===== config.mk =====
export PLATFORM = sky130hd
export DESIGN_NAME = handshake_cmpi_pipe_flat
export DESIGN_NICKNAME = d
export VERILOG_FILES = /design/src/rtl/handshake_cmpi_pipe_if.sv /design/src/rtl/handshake_cmpi_pipe.sv /design/src/flat_wrapper.sv
export SDC_FILE = /design/constraint.sdc
export NUM_CORES = 1
export LEC_CHECK = 0
export ABC_CLOCK_PERIOD_IN_PS = 1600
export CAP_MARGIN = 20
export CORE_MARGIN = 5
export CORE_UTILIZATION = 21
export DETAILED_ROUTE_END_ITERATION = 10
export GPL_TIMING_DRIVEN = 0
export PLACE_DENSITY = 0.81
export SYNTH_ARGS = -nofsm -noshare
export SYNTH_HDL_FRONTEND = slang
export SYNTH_SLANG_ARGS = --single-unit

===== constraint.sdc =====
create_clock -name clk -period 1.6 [get_ports clk]
set_clock_uncertainty 0.15 [all_clocks]
set_input_delay 0.32 -clock clk [delete_from_list [all_inputs] [get_ports clk]]
set_output_delay 0.32 -clock clk [all_outputs]
set_load 0.05 [all_outputs]

===== src/rtl/handshake_cmpi_pipe_if.sv =====
// Handshake bundle for handshake_cmpi_pipe: the two operand channels and the result channel.
// The master side belongs to the producers/consumer; the slave side is the comparator itself.
interface handshake_cmpi_pipe_if #(
  parameter int DATA_TYPE = 32
);
  logic [DATA_TYPE-1:0] lhs;
  logic                 lhs_valid;
  logic                 lhs_ready;
  logic [DATA_TYPE-1:0] rhs;
  logic                 rhs_valid;
  logic                 rhs_ready;
  logic                 result;
  logic                 result_valid;
  logic                 result_ready;

  modport master (
    output lhs, lhs_valid, rhs, rhs_valid, result_ready,
    input  lhs_ready, rhs_ready, result, result_valid
  );

  modport slave (
    input  lhs, lhs_valid, rhs, rhs_valid, result_ready,
    output lhs_ready, rhs_ready, result, result_valid
  );
endinterface


===== src/rtl/handshake_cmpi_pipe.sv =====
// Elastic integer comparator: joins lhs/rhs tokens, evaluates one compile-time predicate
// and carries the 1-bit outcome through LATENCY elastic register stages.
// Optional feature macro: CMPI_PIPE_SKID_EN adds a 2-entry skid buffer after the last
// stage so that the ready seen by the producers is a register.
module handshake_cmpi_pipe #(
  parameter int DATA_TYPE = 32,
  parameter int PREDICATE = 0,
  parameter int LATENCY   = 1
) (
  input  logic                 clk,
  input  logic                 rst,
  handshake_cmpi_pipe_if.slave cmp
);

  if (DATA_TYPE < 1) begin : g_bad_width
    $error("handshake_cmpi_pipe: DATA_TYPE must be >= 1");
  end
  if (PREDICATE < 0 || PREDICATE > 9) begin : g_bad_predicate
    $error("handshake_cmpi_pipe: PREDICATE must be 0..9");
  end
  if (LATENCY < 0 || LATENCY > 4) begin : g_bad_latency
    $error("handshake_cmpi_pipe: LATENCY must be 0..4");
  end

  logic [DATA_TYPE-1:0] op_a;
  logic [DATA_TYPE-1:0] op_b;
  logic                 cmp_res;
  logic                 in_v;
  logic                 in_r;
  logic                 in_ready;
  logic                 pipe_v;
  logic                 pipe_r;
  logic                 pipe_ready;

  assign op_a = cmp.lhs;
  assign op_b = cmp.rhs;

  // Predicate evaluation; signed forms treat the operand bits as two's complement.
  always_comb begin
    cmp_res = 1'b0;
    case (PREDICATE)
      0: cmp_res = (op_a == op_b);
      1: cmp_res = (op_a != op_b);
      2: cmp_res = ($signed(op_a) <  $signed(op_b));
      3: cmp_res = ($signed(op_a) <= $signed(op_b));
      4: cmp_res = ($signed(op_a) >  $signed(op_b));
      5: cmp_res = ($signed(op_a) >= $signed(op_b));
      6: cmp_res = (op_a <  op_b);
      7: cmp_res = (op_a <= op_b);
      8: cmp_res = (op_a >  op_b);
      9: cmp_res = (op_a >= op_b);
      default: cmp_res = 1'b0;
    endcase
  end

  // Join: a token exists only when both operands are present; the outcome is masked so
  // that an empty slot always carries result=0.
  assign in_v          = cmp.lhs_valid & cmp.rhs_valid;
  assign in_r          = in_v & cmp_res;
  assign cmp.lhs_ready = cmp.rhs_valid & in_ready;
  assign cmp.rhs_ready = cmp.lhs_valid & in_ready;

  if (LATENCY == 0) begin : g_comb
    assign pipe_v   = in_v;
    assign pipe_r   = in_r;
    assign in_ready = pipe_ready;
  end else begin : g_pipe
    logic [LATENCY-1:0] v_q;
    logic [LATENCY-1:0] r_q;
    logic [LATENCY-1:0] stg_ready;
    logic [LATENCY-1:0] up_v;
    logic [LATENCY-1:0] up_r;
    logic               chain;

    // Stage i may load when it, or any stage after it, has a hole or the sink pulls.
    // Written as a running OR from the output end so the chain has no vector self-loop.
    always_comb begin
      stg_ready = '0;
      chain     = pipe_ready;
      for (int i = LATENCY - 1; i >= 0; i--) begin
        chain        = ~v_q[i] | chain;
        stg_ready[i] = chain;
      end
    end

    // Upstream view of every stage: the join feeds stage 0, stage i-1 feeds stage i.
    always_comb begin
      up_v    = '0;
      up_r    = '0;
      up_v[0] = in_v;
      up_r[0] = in_r;
      for (int i = 1; i < LATENCY; i++) begin
        up_v[i] = v_q[i-1];
        up_r[i] = r_q[i-1];
      end
    end

    // Elastic stage registers; a stalled stage keeps both valid and outcome.
    always_ff @(posedge clk or negedge rst) begin
      if (!rst) begin
        v_q <= '0;
        r_q <= '0;
      end else begin
        for (int i = 0; i < LATENCY; i++) begin
          if (stg_ready[i]) begin
            v_q[i] <= up_v[i];
            r_q[i] <= up_r[i];
          end
        end
      end
    end

    assign in_ready = stg_ready[0];
    assign pipe_v   = v_q[LATENCY-1];
    assign pipe_r   = r_q[LATENCY-1];
  end

`ifdef CMPI_PIPE_SKID_EN
  logic [1:0] skid_cnt;
  logic [1:0] skid_cnt_nxt;
  logic [1:0] skid_r;
  logic [1:0] skid_r_nxt;
  logic       ready_q;
  logic       push;
  logic       pop;
  logic       out_v;
  logic       out_r;

  // Empty skid is bypassed so latency is unchanged; otherwise the oldest entry is shown.
  assign out_v      = (skid_cnt != 2'd0) | pipe_v;
  assign out_r      = (skid_cnt != 2'd0) ? skid_r[0] : pipe_r;
  assign push       = pipe_v & ready_q;
  assign pop        = out_v & cmp.result_ready;
  assign pipe_ready = ready_q;

  // Next skid occupancy: a bypassed token that is popped at once never gets stored.
  always_comb begin
    skid_cnt_nxt = skid_cnt;
    skid_r_nxt   = skid_r;
    case (skid_cnt)
      2'd0: begin
        if (push && !pop) begin
          skid_r_nxt[0] = pipe_r;
          skid_cnt_nxt  = 2'd1;
        end
      end
      2'd1: begin
        if (push && pop) begin
          skid_r_nxt[0] = pipe_r;
        end else if (push) begin
          skid_r_nxt[1] = pipe_r;
          skid_cnt_nxt  = 2'd2;
        end else if (pop) begin
          skid_r_nxt[0] = 1'b0;
          skid_cnt_nxt  = 2'd0;
        end
      end
      default: begin
        if (pop) begin
          skid_r_nxt   = {1'b0, skid_r[1]};
          skid_cnt_nxt = 2'd1;
        end
      end
    endcase
  end

  // Skid state plus the registered "not full" that gates the pipeline.
  always_ff @(posedge clk or negedge rst) begin
    if (!rst) begin
      skid_cnt <= 2'd0;
      skid_r   <= 2'b00;
      ready_q  <= 1'b1;
    end else begin
      skid_cnt <= skid_cnt_nxt;
      skid_r   <= skid_r_nxt;
      ready_q  <= (skid_cnt_nxt != 2'd2);
    end
  end

  assign cmp.result_valid = out_v;
  assign cmp.result       = out_r;
`else
  assign pipe_ready       = cmp.result_ready;
  assign cmp.result_valid = pipe_v;
  assign cmp.result       = pipe_r;
`endif

endmodule


===== src/flat_wrapper.sv =====
// flat-port wrapper written by rule: the top's interface ports become plain ports
module handshake_cmpi_pipe_flat 
#(
  parameter int DATA_TYPE = 32,
  parameter int PREDICATE = 0,
  parameter int LATENCY   = 1
)
  (clk, rst, cmp_lhs, cmp_lhs_valid, cmp_rhs, cmp_rhs_valid, cmp_result_ready, cmp_lhs_ready, cmp_rhs_ready, cmp_result, cmp_result_valid);
  handshake_cmpi_pipe_if #(.DATA_TYPE(DATA_TYPE)) cmp_i ();
  input  logic clk;
  input  logic rst;
  input wire logic [$bits(cmp_i.lhs)-1:0] cmp_lhs;
  input wire logic [$bits(cmp_i.lhs_valid)-1:0] cmp_lhs_valid;
  input wire logic [$bits(cmp_i.rhs)-1:0] cmp_rhs;
  input wire logic [$bits(cmp_i.rhs_valid)-1:0] cmp_rhs_valid;
  input wire logic [$bits(cmp_i.result_ready)-1:0] cmp_result_ready;
  output wire logic [$bits(cmp_i.lhs_ready)-1:0] cmp_lhs_ready;
  output wire logic [$bits(cmp_i.rhs_ready)-1:0] cmp_rhs_ready;
  output wire logic [$bits(cmp_i.result)-1:0] cmp_result;
  output wire logic [$bits(cmp_i.result_valid)-1:0] cmp_result_valid;
  assign cmp_i.lhs = cmp_lhs;
  assign cmp_i.lhs_valid = cmp_lhs_valid;
  assign cmp_i.rhs = cmp_rhs;
  assign cmp_i.rhs_valid = cmp_rhs_valid;
  assign cmp_i.result_ready = cmp_result_ready;
  assign cmp_lhs_ready = cmp_i.lhs_ready;
  assign cmp_rhs_ready = cmp_i.rhs_ready;
  assign cmp_result = cmp_i.result;
  assign cmp_result_valid = cmp_i.result_valid;
  handshake_cmpi_pipe #(.DATA_TYPE(DATA_TYPE), .PREDICATE(PREDICATE), .LATENCY(LATENCY)) u_core (.clk(clk), .rst(rst), .cmp(cmp_i));
endmodule

Word level (Yosys, flattened, before mapping)
Cells that the tools add are included.
Storage, ports and cells
  word-level logic and storage cells: 9
  flip-flop bits (word level): 2
Cells by class
  bitwise gates (word level): 6
  equality and inequality tests: 1
Operators with widths (number)
  32-bit equality test: 1
  1-bit AND: 4
  1-bit NOT: 1
  1-bit OR: 1

Logic depth before layout (Yosys ltp)
  depth after elaboration: 3
  mapped depth: 5
  depth with buffers taken out: 5

Worst setup path after synthesis
Ideal clock, no wire load.
  path kind: register to output
  start point: register u_core.g_pipe.v_q (netlist: u_core.cmp.result_valid)
  end point: output port cmp_lhs_ready
  required time: 1.130 ns
  path slack: -0.175 ns
  buffers on the path: 0
  data arrival time: 1.305 ns
  stages on the path, launching flop included: 3
  path through: dfrtp_1 or2b_2 and2_1
Between the ends
  word-level cells in the longest chain between the ends: 3
Ends and longest elaborated chain
  from (decl): line handshake_cmpi_pipe.sv:68  | logic [LATENCY-1:0] v_q;
  from (signal, indexed assignment): line handshake_cmpi_pipe.sv:106  | v_q[i] <= up_v[i];
  1-bit NOT: line handshake_cmpi_pipe.sv:81  | chain = ~v_q[i] | chain;
  1-bit OR: line handshake_cmpi_pipe.sv:81
  1-bit AND: line handshake_cmpi_pipe.sv:60  | assign cmp.lhs_ready = cmp.rhs_valid & in_ready;
  to (decl): line flat_wrapper.sv:17  | output wire logic [$bits(cmp_i.lhs_ready)-1:0] cmp_lhs_ready;
Every way passes these cells.

Final worst setup path
  start point: register u_core.g_pipe.v_q (netlist: u_core.cmp.result_valid)
  end point: output port cmp_rhs_ready
Between the ends
  word-level cells in the longest chain between the ends: 3
Ends and longest elaborated chain
  1-bit NOT: line handshake_cmpi_pipe.sv:81
  1-bit OR: line handshake_cmpi_pipe.sv:81
  1-bit AND: line handshake_cmpi_pipe.sv:61  | assign cmp.rhs_ready = cmp.lhs_valid & in_ready;
  to (decl): line flat_wrapper.sv:18  | output wire logic [$bits(cmp_i.rhs_ready)-1:0] cmp_rhs_ready;
Every way passes these cells.

==> flow_summary.toml <==
[outcome]
run_status = "finished, violations left"
failed_checks = "negative setup slack"

[clock_tree]
tritoncts = "done"
clockRootBuffer = "sky130_fd_sc_hd__clkbuf_4"
register_clock_pin_slew_on_the_reported_worst_setup_and_hold_paths_ps = 40
cts_buffers = 3
cts_max_path_buffers = 2
cts_num_sinks = 2
clock_tree.htree_level_count = 1
worst_skew_pair.late_latency_ps = 230

[placed_design]
preCtsSetupSlack_ps = -824.0
placed_cell_area_sq_mm = 0.001202
buffer_ports.inserted = 72
place.gp.congestion = 0.7481

[sta]
fmax_ghz = 0.6244
worstMarginPinSlew_ps = 490.2
layout_min_cycle_time_ps = 1602
timing_max_transition_violations_final = 0
minimum_setup_slack_in_the_final_design_ps = -1.556
min_period_over_period_pct = 100.1
rsz0062_at_grt = "yes"
finalHoldViolations = 0
worst_slew_margin_rel_pct = 67.45
setup-violations-final = 1

[detailed_routing]
routed_wirelength_mm = 1.886
drt-wirelength-per-cell_um = 12.01
postRouteAntennaNets = 0
num_vias = 672
dr.first_iter.drc_count = 8
drt-vias-per-instance = 4.280
first_pass_iters = 3
post-route-drc-count = 0

[final_layout]
sequential_cell_area_sq_um = 51.30
multi_input_comb_area_sq_um = 410.4
drive_gt1_share_pct = 10.00
finish.utilization_pct = 65.85
stdcell_area_sq_mm = 0.001305
antenna-diode-count = 0
design.final.nets = 200
fillerInstances = 164
syn_to_final_growth_pct = 193.8

[flow_run]
reported_max_cap_violation_count = 0

[synth]
synth_warnings = 0
synthArstFlopShare_pct = 100.0
postSynthCellCount = 53
yosys_most_used_dff = "sky130_fd_sc_hd__dfrtp_1"
synth_enable_flop_cells = 0
synth_top_area_share_pct = 57.18
synth.top_cells.by_count = "sky130_fd_sc_hd__xnor2_1 (29), sky130_fd_sc_hd__nand4_1 (8), sky130_fd_sc_hd__xor2_1 (3)"
most_frequent_cell_after_synthesis = "sky130_fd_sc_hd__xnor2_1"
post_synth_num_cell_types = 12
syn_area_per_cell_sq_um = 8.381
post_synthesis_sequential_element_count = 2
synthDominantAreaCellType = "sky130_fd_sc_hd__xnor2_1"
synth.yosys.seq_area_share_pct = 11.27
synth_fp_nets = 122
synthesis.area_sq_um = 444.2
cell_types_occupying_the_most_area_after_synthesis = "sky130_fd_sc_hd__xnor2_1 (57%), sky130_fd_sc_hd__dfrtp_1 (11%), sky130_fd_sc_hd__nand4_1 (11%)"

[grt]
met1_usage_pct = 10.27
grt_pass1_vias = 740
globalRouteOverflowTotal = 0
grt_max_degree = 5
grt_first_pass_wirelength_mm = 2.967
grtUsageMet2_pct = 24.54
grtUsageMet3_pct = 2.552
grt_use_total_pct = 11.75
global_route.peak_usage_layer = "met2"
grt_antenna_before_repair = 0

[critical_path]
worstSetupPathType = "reg -> out"
cp_max_fo = 4
regToRegEndpoint = "u_core.cmp.result$_DFFE_PN0N_"
startpoint_type = "register"
regToRegSetupSlack_ps = 190
rr_startpoint = "u_core.cmp.result_valid$_DFFE_PN0N_"
setup.worst_path.end = "cmp_rhs_ready"
critPathLaunch = "u_core.cmp.result_valid$_DFFE_PN0N_"
worst_reg_to_reg_path_cell_count = 5
critPathCaptureType = "output pin"
worst-endpoint-arrival_ps = 1130
timing.critical_path.required_ps = 1130

[power_and_ir_drop]
p_per_cell_area_mw_per_mm2 = 374.0
static-leakage-power_uw = 0.0006082
power_uw = 488.1
vdd_ir_drop_max_mv = 0.1845

[floorplan]
fp.dieH_um = 55.99
placeableCoreArea_sq_mm = 0.001982
design.portCount = 73
die_width_um = 55.99
dieArea_sq_mm = 0.003135
start_util_pct = 22.41
floorplan.rows = 16

[min_path]
worstHoldPathType = "in -> async"
-- timing repair --
action | in CTS | in global routing
cloned | 0 | 0
hold buffers | 0 | 0
setup buffers | 1 | 0
resized for setup | 21 | 21
pin swaps | 1 | 16
endpoints found under the setup margin | 5 | 3
-- flip-flops by register name, indices dropped and copies added (netlist names) --
name and count:
u_core.cmp.result 1, u_core.cmp.result_valid 1
-- kinds of logic (layout without fill, tap and decap cells) --
family / Yosys count / in the layout / share of synthesized area (%)
xor+xnor: 32 / 32 / 63.10
buf+inv: 1 / 78 / 0.8443
simple gates: 17 / 17 / 22.82
flops: 2 / 2 / 11.27
compound gates: 1 / 1 / 1.972
-- power by group --
part | internal (uW) | switching, uW | total [uW] | leakage [uW]
sequential | 53.5 | 0.756 | 54.3 | 0.0000250
combinational | 213 | 95.0 | 308 | 0.000568
clock | 92.9 | 32.8 | 126 | 0.0000150
total | 360 | 129 | 488 | 0.000608
-- metal layers --
metal	vias to the layer above	wire length, um
li1	337	-
met1	298	621
met2	35	1112
met3	2	135
met4	0	17
met5	-	0
-- worst min path at each step --
stage          cells after the start                                   to  slack [ps]  from
2_1_floorplan                      0        u_core.cmp.result$_DFFE_PN0N_        -130   rst
3_3_place_gp                       1        u_core.cmp.result$_DFFE_PN0N_         340   rst
3_5_place_dp                       1        u_core.cmp.result$_DFFE_PN0N_         340   rst
4_1_cts                            1  u_core.cmp.result_valid$_DFFE_PN0N_         100   rst
5_1_grt                            1  u_core.cmp.result_valid$_DFFE_PN0N_         110   rst
6_report                           1  u_core.cmp.result_valid$_DFFE_PN0N_         110   rst
-- critical path, stage by stage (launching register included) --
cell,delay (ps)
sky130_fd_sc_hd__dfrtp_2,340
sky130_fd_sc_hd__or2b_4,280
sky130_fd_sc_hd__and2_4,150
sky130_fd_sc_hd__buf_8,140
-- area by class of cell --
class,instances,share of cell area (%)
inverters,1,0.2876
well taps,27,2.589
repair buffers,73,59.73
clock buffers,4,2.013
multi-input cells,50,31.45
flip-flops and latches,2,3.931
-- metrics by stage --
stage,setup TNS (ps),hold slack [ps],instances
after floorplan,-46.56,-125.6,53
after global placement,-1834,342.7,152
after detailed placement,-1873,344.3,152
after CTS,-79.08,99.13,157
after global routing,-65.03,112.5,157
final,-1.556,106.5,157
-- placed cells by master (no fill, tap or decap), drive strengths merged --
master,Yosys,final
and2,2,2
buf,0,3
clkbuf,0,4
clkdlybuf4s50,0,49
dfrtp,2,2
dlygate4sd2,0,3
dlymetal6s2s,0,18
inv,1,1
nand2,2,2
nand3,1,1
nand4,8,8
nor3,1,1
nor4,2,2
o21ai,1,1
or2b,1,1
xnor2,29,29
xor2,3,3
(Power assumes the default switching activity.)
